## config.mk

```make
export PLATFORM = sky130hd
export DESIGN_NAME = regbank_write_scheduler
export DESIGN_NICKNAME = d
export VERILOG_FILES = /design/src/rtl/regbank_write_scheduler.sv
export SDC_FILE = /design/constraint.sdc
export NUM_CORES = 1
export LEC_CHECK = 0
export ABC_AREA = 0
export BUFFER_PORTS_ARGS = -buffer_cell sky130_fd_sc_hd__buf_4
export CAP_MARGIN = 20
export CORE_ASPECT_RATIO = 1.2
export CORE_MARGIN = 4
export CORE_UTILIZATION = 50
export CTS_CLUSTER_DIAMETER = 30
export DETAILED_ROUTE_END_ITERATION = 10
export PLACE_DENSITY = 0.82
export SLEW_MARGIN = 10
export SYNTH_ARGS = -nofsm -noshare
export SYNTH_HDL_FRONTEND = slang
export SYNTH_SLANG_ARGS = --single-unit
```

## constraint.sdc

```tcl
create_clock -name Clock -period 4.6 [get_ports Clock]
set_clock_uncertainty 0.15 [all_clocks]
set_input_delay 0.92 -clock Clock [delete_from_list [all_inputs] [get_ports Clock]]
set_output_delay 0.92 -clock Clock [all_outputs]
set_load 0.005 [all_outputs]
```

## src/rtl/regbank_write_scheduler.sv

```systemverilog
// ============================================================================
//  Module   : regbank_write_scheduler
//  Purpose  : Arbitrates ALU / load write-back onto the single register-bank
//             write port, tracks outstanding writes, and sequences Halt drain.
//             Optional read-bypass: REGBANK_WRITE_SCHEDULER_BYPASS_EN
//  Revision : 1.0 - initial release
// ============================================================================
`default_nettype none

module regbank_write_scheduler #(
    parameter int DATA_W     = 8,
    parameter int ADDR_W     = 3,
    parameter int NREG       = 8,
    parameter int STARVE_MAX = 3
) (
    input  logic              Clock,
    input  logic              ResetN,
    input  logic              Halt,
    input  logic              IssueValid,
    input  logic [ADDR_W-1:0] IssueReg,
    output logic              IssueReady,
    input  logic              AluValid,
    input  logic [ADDR_W-1:0] AluReg,
    input  logic [DATA_W-1:0] AluData,
    output logic              AluReady,
    input  logic              MemValid,
    input  logic [ADDR_W-1:0] MemReg,
    input  logic [DATA_W-1:0] MemData,
    output logic              MemReady,
    output logic              RegWrite,
    output logic [ADDR_W-1:0] RegEscrito,
    output logic [DATA_W-1:0] DadoEscrito,
    output logic [NREG-1:0]   Pending,
`ifdef REGBANK_WRITE_SCHEDULER_BYPASS_EN
    input  logic [ADDR_W-1:0] ReadReg,
    output logic              FwdHit,
    output logic [DATA_W-1:0] FwdData,
`endif
    output logic              Halted
);

    localparam int c_STARVE_W = (STARVE_MAX < 2) ? 1 : $clog2(STARVE_MAX + 1);

    typedef enum logic [1:0] {
        ST_RUN    = 2'd0,
        ST_DRAIN  = 2'd1,
        ST_HALTED = 2'd2
    } state_t;

    state_t                r_state;
    state_t                w_stateNext;
    logic [NREG-1:0]       r_pending;
    logic [NREG-1:0]       w_pendingNext;
    logic [c_STARVE_W-1:0] r_starve;
    logic [c_STARVE_W-1:0] w_starveNext;
    logic                  r_halted;
    logic                  r_regWrite;
    logic [ADDR_W-1:0]     r_regEscrito;
    logic [DATA_W-1:0]     r_dadoEscrito;

    logic                  w_starveMax;
    logic                  w_aluGrant;
    logic                  w_memGrant;
    logic                  w_anyGrant;
    logic [ADDR_W-1:0]     w_winReg;
    logic [DATA_W-1:0]     w_winData;
    logic                  w_issueFire;

    assign w_starveMax = (r_starve == c_STARVE_W'(STARVE_MAX));

    // Loads win ties so memory latency stays bounded; ALU is rescued once starved.
    always_comb begin
        w_aluGrant = 1'b0;
        w_memGrant = 1'b0;
        if (ResetN && (r_state != ST_HALTED)) begin
            if (AluValid && MemValid) begin
                if (w_starveMax) begin
                    w_aluGrant = 1'b1;
                end else begin
                    w_memGrant = 1'b1;
                end
            end else if (AluValid) begin
                w_aluGrant = 1'b1;
            end else if (MemValid) begin
                w_memGrant = 1'b1;
            end
        end
    end

    assign w_anyGrant = w_aluGrant | w_memGrant;
    assign w_winReg   = w_aluGrant ? AluReg  : MemReg;
    assign w_winData  = w_aluGrant ? AluData : MemData;

    assign AluReady   = w_aluGrant;
    assign MemReady   = w_memGrant;
    assign IssueReady = ResetN && (r_state == ST_RUN) && !r_pending[IssueReg];
    assign w_issueFire = IssueValid && IssueReady;

    always_comb begin
        w_starveNext = r_starve;
        if (w_aluGrant) begin
            w_starveNext = '0;
        end else if (AluValid && !w_starveMax) begin
            w_starveNext = r_starve + c_STARVE_W'(1);
        end
    end

    // Set is applied after clear so a same-register issue keeps the bit set.
    always_comb begin
        w_pendingNext = r_pending;
        if (w_anyGrant) begin
            w_pendingNext[w_winReg] = 1'b0;
        end
        if (w_issueFire) begin
            w_pendingNext[IssueReg] = 1'b1;
        end
    end

    always_comb begin
        w_stateNext = r_state;
        case (r_state)
            ST_RUN: begin
                if (Halt) begin
                    w_stateNext = ST_DRAIN;
                end
            end
            ST_DRAIN: begin
                if ((r_pending == '0) && !AluValid && !MemValid) begin
                    w_stateNext = ST_HALTED;
                end
            end
            ST_HALTED: begin
                w_stateNext = ST_HALTED;
            end
            default: begin
                w_stateNext = ST_RUN;
            end
        endcase
    end

    always_ff @(posedge Clock or negedge ResetN) begin
        if (!ResetN) begin
            r_state   <= ST_RUN;
            r_pending <= '0;
            r_starve  <= '0;
            r_halted  <= 1'b0;
        end else begin
            r_state   <= w_stateNext;
            r_pending <= w_pendingNext;
            r_starve  <= w_starveNext;
            r_halted  <= (w_stateNext == ST_HALTED);
        end
    end

    // Address and data hold between writes; only the strobe is cleared.
    always_ff @(posedge Clock or negedge ResetN) begin
        if (!ResetN) begin
            r_regWrite    <= 1'b0;
            r_regEscrito  <= '0;
            r_dadoEscrito <= '0;
        end else if (w_anyGrant) begin
            r_regWrite    <= 1'b1;
            r_regEscrito  <= w_winReg;
            r_dadoEscrito <= w_winData;
        end else begin
            r_regWrite    <= 1'b0;
        end
    end

    assign RegWrite    = r_regWrite;
    assign RegEscrito  = r_regEscrito;
    assign DadoEscrito = r_dadoEscrito;
    assign Pending     = r_pending;
    assign Halted      = r_halted;

`ifdef REGBANK_WRITE_SCHEDULER_BYPASS_EN
    assign FwdHit  = w_anyGrant && (w_winReg == ReadReg);
    assign FwdData = FwdHit ? w_winData : '0;
`endif

endmodule

`default_nettype wire

```

## Word-level counts from Yosys, hierarchy flattened

Cells that the tools add are included.

- Add/subtract/negate cells: 1
- Order comparisons: 4
- Equal/unequal tests: 5
- Muxes and demuxes: 25
- Bitwise gates (word level): 4
- Reduce and logical (&&, ||, !) cells: 17

Operators by type and width:

| kind | number |
|---|---|
| two-way mux 8 bit | 3 |
| two-way mux 1 bit | 13 |
| logical AND 1 bit | 10 |
| bitwise AND 8 bit | 1 |
| zero test 8 bit | 1 |
| less-than comparator 3 x 4 -> 1 bit, second input constant | 2 |
| two-way mux 2 bit | 4 |
| inverter 8 bit | 1 |
| OR 8 bit | 1 |
| demux 1 bit (select 3 bit) | 2 |
| == test 2 bit, second input constant | 3 |
| >= comparator 3 x 1 -> 1 bit, second input constant | 2 |
| case mux 2 bit (3 select lines) | 1 |
| zero test 1 bit | 4 |
| binary-select mux 1 bit (select 3 bit) | 1 |
| two-way mux 3 bit | 1 |
| adder 2 x 1 -> 2 bit, second input constant | 1 |
| == test 2 x 1 -> 1 bit, second input constant | 1 |
| zero test 2 bit | 1 |
| inequality test 2 bit, second input constant | 1 |
| nonzero test 2 bit | 1 |
| OR 1 bit | 1 |

- Register bits: 25
- Bits of input ports: 31

## Logic depth before layout (Yosys ltp)

Gate-level depths: netlist of run 1.

- Word-level depth: 14
- Gate-level depth with buffers: 7
- Gate-level depth less buffers: 5

## Worst setup path before layout of run 1

OpenSTA, ideal clock, no wires.

- Path type: input -> output
- From: in AluValid
- To: out AluReady
- Data arrival time: 1.722 ns
- Required time: 3.530 ns
- Slack: 1.808 ns
- Cell stages on the path: 5
- Path buffers: 3
- Path through: clkbuf_1 > buf_2 > nand4_1 > buf_4 > inv_1

- Longest elaborated chain between the ends: 3

RTL lines:

| item | line | RTL |
|---|---|---|
| start: declaration | 22 | `input logic AluValid,` |
| two-way mux 1 bit / logical AND 1 bit (equally long branches) | 82, 76 |  |
| two-way mux 1 bit (*) | 76 | `if (AluValid && MemValid) begin` |
| two-way mux 1 bit (*) | 75 | `if (ResetN && (r_state != ST_HALTED)) begin` |
| end: declaration | 25 | `output logic AluReady,` |

Every way passes the cells marked *; elsewhere a longest branch is shown, timed or not.

## Worst setup path in the final report of run 1

- From: in ResetN
- To: out IssueReady

- Longest elaborated chain between the ends: 2

RTL lines:

| item | line | RTL |
|---|---|---|
| start: declaration | 17 | `input logic ResetN,` |
| logical AND 1 bit (2 in series) | 96 | `assign IssueReady = ResetN && (r_state == ST_RUN) && !r_pending[IssueReg];` |
| end: declaration | 21 | `output logic IssueReady,` |

Every way passes these cells.

==> flow_metrics.env, run 1 <==
export IMPL_status="finished, final reports clean"
export IMPL_grt_usage=0.1923
export IMPL_tightestPinTransition_ns=0.7153
export IMPL_fin_crit_sh=0.6752
export IMPL_synth_enable_flop_cells=0
export IMPL_route_final_wire_length_um=3455
export IMPL_crit_type="primary input to output pin"
export IMPL_avgSynthCellArea_sq_um=9.669
export IMPL_post_cts_resized_instances=0
export IMPL_final_setup_worst_slack_ns=1.494
export IMPL_final_cell_count_no_fill=231
export IMPL_leading_register_cell_type_out_of_synthesis="sky130_fd_sc_hd__dfrtp_1"
export IMPL_coreArea_sq_um=2628
export IMPL_ys_seq_elements=25
export IMPL_timing_final_hold_violations=0
export IMPL_flow_area_growth_from_synthesis_pct=31.60
export IMPL_cts_max_path_buffers=2
export IMPL_cts_reportedPaths_clkPinSlew_ns=0.12
export IMPL_final_max_slew_violation_count=0
export IMPL_wl_per_cell_um=14.96
export IMPL_report_final_setup_viol=0
export IMPL_post_synth_arst_share=1.000
export IMPL_number_of_buffers_added_by_the_clock_tree_synthesis_step=3
export IMPL_leakage_nw=0.9069
export IMPL_cts_htree_levels=1
export IMPL_grt_pass1_wl_um=5782
export IMPL_post_route_drc_count=0
export IMPL_first_global_vias=1303
export IMPL_dieArea_sq_um=3763
export IMPL_fillCellCount=199
export IMPL_max_clock_freq_mhz=322.0
export IMPL_worstPathMaxFanout=29
export IMPL_num_io_pins=55
export IMPL_numPlacedInstances=227
export IMPL_worst_setup_path_start_kind="primary input"
export IMPL_cp_arrival_ns=2.04
export IMPL_syn_num_nets=179
export IMPL_ant_nets=0
export IMPL_vdd_ir_drop_worst_mv=0.2188
export IMPL_post_synthesis_cell_count=147
export IMPL_most_common_layout_cells="sky130_fd_sc_hd__buf_4, sky130_fd_sc_hd__dfrtp_1, sky130_fd_sc_hd__nor2_1"
export IMPL_tritoncts_clock_tree="built"
export IMPL_postCtsSetupRepairBufs=0
export IMPL_ys_types=38
export IMPL_maxSlewHeadroom=0.5216
export IMPL_numClockSinks=25
export IMPL_cts_hold_buffers_added=0
export IMPL_hold_path_class="primary input to async pin"
export IMPL_number_of_antenna_violations_at_the_first_check_in_global_routing=0
export IMPL_vias=1341
export IMPL_die_h_um=66.41
export IMPL_layout_min_cycle_time_ns=3.106
export IMPL_final_core_utilization=0.7119
export IMPL_worst_skew_pair_late_latency_ns=0.32
export IMPL_finish_net_count=231
export IMPL_detailedPlace_worstSlack_ns=1.479
export IMPL_first_pass_iters=4
export IMPL_drt_initial_drc_count=31
export IMPL_maxcap_violations=0
export IMPL_start_util=0.5410
export IMPL_final_common_cell="sky130_fd_sc_hd__buf_4"
export IMPL_design_power_total_mw=0.6850
export IMPL_io_buffer_count=54
export IMPL_diode_count=0
export IMPL_synth_warnings=0
export IMPL_grt_max_degree=30
export IMPL_placement_rows=20
export IMPL_gp_routability_congestion=0.7998
export IMPL_die_x_um=56.67
export IMPL_setup_repair_after_global_routing_missed_its_margin="false"
export IMPL_power_density_nw_per_um2=366.2
export IMPL_post_drt_via_cell_ratio=5.805
export IMPL_worstPathRequired_ns=3.53
export IMPL_synth_seq_area_share=0.4401
export IMPL_worstSetupEndpointType="output pin"
export IMPL_fraction_of_layout_cells_with_a_size_suffix_above_1=0.3232
export IMPL_mappedNetlistArea_sq_um=1421
export IMPL_grt_remaining_overflow=0
export IMPL_clock_tree_root_cell="sky130_fd_sc_hd__clkbuf_4"
export IMPL_dp_final_hpwl_um=2706
export IMPL_setup_total_negative_slack_ns=0
sequential cells by signal, summed over array words and instances (netlist names):
signal	flops
r_state	2
r_starve	2
Pending	8
RegEscrito	3
DadoEscrito	8
Halted	1
RegWrite	1
per-stage QoR:
step	hold WS (ns)	cell area, sq um
floorplan	0.3182	1421
global placement	0.3423	1837
detailed placement	0.3507	1837
CTS	0.3407	1864
global route	0.3449	1871
finish	0.3309	1871
critical path, cell delays in order:
cell                       delay [ns]
sky130_fd_sc_hd__buf_4           0.29
sky130_fd_sc_hd__nor3b_1         0.36
sky130_fd_sc_hd__o221ai_1        0.18
sky130_fd_sc_hd__a21oi_1         0.14
sky130_fd_sc_hd__buf_4           0.12
worst paths after layout:
check	from	to	slack, ns	depth (start not counted)
max	ResetN	IssueReady	1.49	5
min reg2reg	r_starve[1]$_DFFE_PN0P_	r_starve[1]$_DFFE_PN0P_	0.38	1
max in group asynchronous	ResetN	Pending[4]$_DFF_PN0_	3.72	1
min	ResetN	DadoEscrito[3]$_DFFE_PN0N_	0.33	1
max reg2reg	r_starve[0]$_DFFE_PN0P_	Pending[0]$_DFF_PN0_	2.43	5
min in group Clock	r_starve[1]$_DFFE_PN0P_	r_starve[1]$_DFFE_PN0P_	0.38	1
routing by layer:
metal | global-route usage | wire length, um | up-vias
li1 | - | - | 656
met5 | 0 | 0 | -
met2 | 0.3497 | 1708 | 53
met3 | 0.04688 | 314 | 5
met1 | 0.2224 | 1392 | 627
met4 | 0.05341 | 38 | 0
cell families after synthesis:
kind of cell,after synthesis,share of synthesized area
simple gates,46,0.1734
compound gates,45,0.2254
mux,14,0.1004
fa+ha+maj,1,0.008801
buf+inv,16,0.05194
flops,25,0.4401
final cells by class:
cell class                      count  area [sq um]  share of cell area
Multi-Input combinational cell    106         733.2              0.3920
Tap cell                           33         41.29             0.02207
Clock inverter                      1         5.005            0.002676
Clock buffer                        3         22.52             0.01204
Timing Repair Buffer               55         412.9              0.2207
Sequential cell                    25         625.6              0.3344
Inverter                            8         30.03             0.01605
cell usage after synthesis, types with 2 or more instances:
cell type / instances / area [sq um]
sky130_fd_sc_hd__o21ai_0: 6 / 30.03
sky130_fd_sc_hd__a21oi_1: 13 / 65.06
sky130_fd_sc_hd__clkbuf_1: 3 / 11.26
sky130_fd_sc_hd__mux2i_1: 12 / 120.1
sky130_fd_sc_hd__nand4b_1: 2 / 17.52
sky130_fd_sc_hd__a31oi_1: 2 / 12.51
sky130_fd_sc_hd__dfrtp_1: 25 / 625.6
sky130_fd_sc_hd__nor3b_1: 3 / 22.52
sky130_fd_sc_hd__nor3_1: 6 / 30.03
sky130_fd_sc_hd__mux2_2: 2 / 22.52
sky130_fd_sc_hd__buf_2: 2 / 10.01
sky130_fd_sc_hd__nor2_1: 15 / 56.30
sky130_fd_sc_hd__nand3_1: 4 / 20.02
sky130_fd_sc_hd__a211oi_1: 3 / 22.52
sky130_fd_sc_hd__a22o_1: 5 / 43.79
sky130_fd_sc_hd__nand2b_1: 2 / 12.51
sky130_fd_sc_hd__nor2b_1: 2 / 12.51
sky130_fd_sc_hd__nand4_1: 4 / 25.02
sky130_fd_sc_hd__inv_1: 8 / 30.03
sky130_fd_sc_hd__nand2_1: 3 / 11.26
sky130_fd_sc_hd__a211o_1: 8 / 70.07
report_power, final:
part           internal [mW]  total (mW)  switching (mW)
clock network         0.0326      0.0961          0.0635
registers              0.276       0.331          0.0544
logic                  0.144       0.258           0.114
total                  0.453       0.685           0.232
Note: power is estimated with default switching activity, not from simulation.
==> inputs of run 2 (changes only) <==
Settings changed: CORE_UTILIZATION 50 to 48, PLACE_DENSITY 0.82 to 0.79.
Clock period 4.6 ns to 3.15 ns, I/O delays scaled along.
==> run 2 against run 1 <==
  * Critical path depth is 1 higher
  * Largest cell class unchanged
  * Utilization shrank 4.5 points
  * Sequential cell count is the same
==> flow_metrics.env, run 2 (same netlist as run 1, synthesis figures left out) <==
export IMPL_worstPathMaxFanout=11
export IMPL_crit_type="register to output pin"
export IMPL_leakage_nw=0.9071
export IMPL_finish_net_count=232
export IMPL_fin_crit_sh=0.8433
export IMPL_cts_htree_levels=1
export IMPL_vias=1338
export IMPL_cp_slowest_cell="sky130_fd_sc_hd__dfrtp_1"
export IMPL_drt_initial_drc_count=48
export IMPL_post_cts_resized_instances=0
export IMPL_worstPathRequired_ns=2.37
export IMPL_timing_final_hold_violations=0
export IMPL_maxcap_violations=0
export IMPL_io_buffer_count=54
export IMPL_worst_skew_pair_late_latency_ns=0.32
export IMPL_number_of_antenna_violations_at_the_first_check_in_global_routing=0
export IMPL_route_final_wire_length_um=3434
export IMPL_post_drt_via_cell_ratio=5.742
export IMPL_cts_hold_buffers_added=0
export IMPL_diode_count=0
export IMPL_clock_tree_root_cell="sky130_fd_sc_hd__clkbuf_4"
export IMPL_wl_per_cell_um=14.74
export IMPL_worst_setup_path_start_kind="register"
export IMPL_grt_remaining_overflow=0
export IMPL_layout_min_cycle_time_ns=2.656
export IMPL_numClockSinks=25
export IMPL_start_util=0.5056
export IMPL_design_power_total_mw=1.006
export IMPL_placement_rows=21
export IMPL_ant_nets=0
export IMPL_crit_path_cell_trace="ha_1 > nand2b_1 > nand4_1 > buf_4 > inv_1 > buf_4"
export IMPL_power_density_nw_per_um2=536.4
export IMPL_die_h_um=67.61
export IMPL_setup_total_negative_slack_ns=0
export IMPL_setup_repair_after_global_routing_missed_its_margin="false"
export IMPL_dieArea_sq_um=3899
export IMPL_report_final_setup_viol=0
export IMPL_dp_final_hpwl_um=2683
export IMPL_cpLargestDelayFamily="simple AND/OR/NAND/NOR gates"
export IMPL_number_of_buffers_added_by_the_clock_tree_synthesis_step=3
export IMPL_final_cell_count_no_fill=233
export IMPL_first_pass_iters=5
export IMPL_hold_path_class="primary input to async pin"
export IMPL_cts_max_path_buffers=2
export IMPL_numPlacedInstances=229
export IMPL_critPathMaxStageDelay_ns=0.41
export IMPL_tritoncts_clock_tree="built"
export IMPL_maxSlewHeadroom=0.6642
export IMPL_detailedPlace_worstSlack_ns=0.5685
export IMPL_flow_area_growth_from_synthesis_pct=31.95
export IMPL_cts_reportedPaths_clkPinSlew_ns=0.14
export IMPL_vdd_ir_drop_worst_mv=0.3744
export IMPL_grt_pass1_wl_um=5575
export IMPL_worstSetupEndpointType="output pin"
export IMPL_die_x_um=57.68
export IMPL_max_clock_freq_mhz=376.4
export IMPL_buffering_stage_count_on_the_worst_path_with_inverters_included=3
export IMPL_coreArea_sq_um=2811
export IMPL_fraction_of_layout_cells_with_a_size_suffix_above_1=0.3266
export IMPL_most_common_layout_cells="sky130_fd_sc_hd__buf_4, sky130_fd_sc_hd__dfrtp_1, sky130_fd_sc_hd__nor2_1"
export IMPL_tightestPinTransition_ns=0.5018
export IMPL_cp_arrival_ns=1.88
export IMPL_final_setup_worst_slack_ns=0.4935
export IMPL_first_global_vias=1278
export IMPL_final_common_cell="sky130_fd_sc_hd__buf_4"
export IMPL_most_repeated_library_cell_on_the_critical_path="sky130_fd_sc_hd__buf_4"
export IMPL_postCtsSetupRepairBufs=0
export IMPL_gp_routability_congestion=0.8372
export IMPL_grt_usage=0.1812
export IMPL_final_max_slew_violation_count=0
export IMPL_num_io_pins=55
export IMPL_status="finished, final reports clean"
export IMPL_post_route_drc_count=0
export IMPL_grt_max_degree=30
## run 2: cell count changes in the layout (fill, tap and decap cells not counted), sizes merged
cell | previous run | this run
clkinvlp | 0 | 1
clkinv | 1 | 0
buf | 55 | 56
## run 2: cell type report
| type | instances | area, sq um |
|---|---|---|
| Sequential cell | 25 | 625.6 |
| Timing Repair Buffer | 56 | 420.4 |
| Tap cell | 34 | 42.54 |
| Fill cell | 235 | 935.9 |
| Clock inverter | 1 | 7.507 |
| Clock buffer | 3 | 22.52 |
| Inverter | 8 | 30.03 |
| Multi-Input combinational cell | 106 | 726.9 |
## run 2: worst paths after layout
check	from	end	slack, ns	cells after the start
max	r_starve[0]$_DFFE_PN0P_	AluReady	0.49	6
min	ResetN	DadoEscrito[4]$_DFFE_PN0N_	0.05	1
max reg2reg	r_starve[0]$_DFFE_PN0P_	Pending[0]$_DFF_PN0_	1.01	5
min reg2reg	r_state[1]$_DFF_PN0_	r_state[0]$_DFF_PN0_	0.38	1
max in group asynchronous	ResetN	RegEscrito[1]$_DFFE_PN0N_	2.54	1
min in group Clock	r_state[1]$_DFF_PN0_	r_state[0]$_DFF_PN0_	0.38	1
## run 2: power breakdown
group | switching [mW] | internal (mW)
Combinational | 0.169 | 0.212
Clock | 0.0941 | 0.0485
Sequential | 0.0797 | 0.403
## run 2: worst register-to-register path: cells and delay by family (launching register included)
kind	cells	cell delay (ns)
adders and majority gates	1	0.25
and+or+nand+nor	1	0.31
AOI/OAI and AO/OA	3	0.93
DFF	1	0.41
## run 2: stage by stage
| stage | hold slack (ns) | cell area [sq um] | utilization |
|---|---|---|---|
| final | 0.05046 | 1876 | 0.6671 |
| after global routing | 0.05061 | 1876 | 0.6671 |
| after CTS | 0.04970 | 1876 | 0.6671 |
| after detailed placement | 0.3499 | 1846 | 0.6564 |
| after global placement | 0.3429 | 1846 | 0.6564 |
| after floorplan | 0.1844 | 1421 | - |
## run 2: layer usage
layer | global-route usage | up-vias | share of wire
met1 | 0.2115 | 620 | 0.41
met2 | 0.3249 | 55 | 0.48
met3 | 0.04780 | 4 | 0.11
li1 | - | 659 | -
met5 | 0 | - | 0
met4 | 0.05217 | 0 | 0.0090
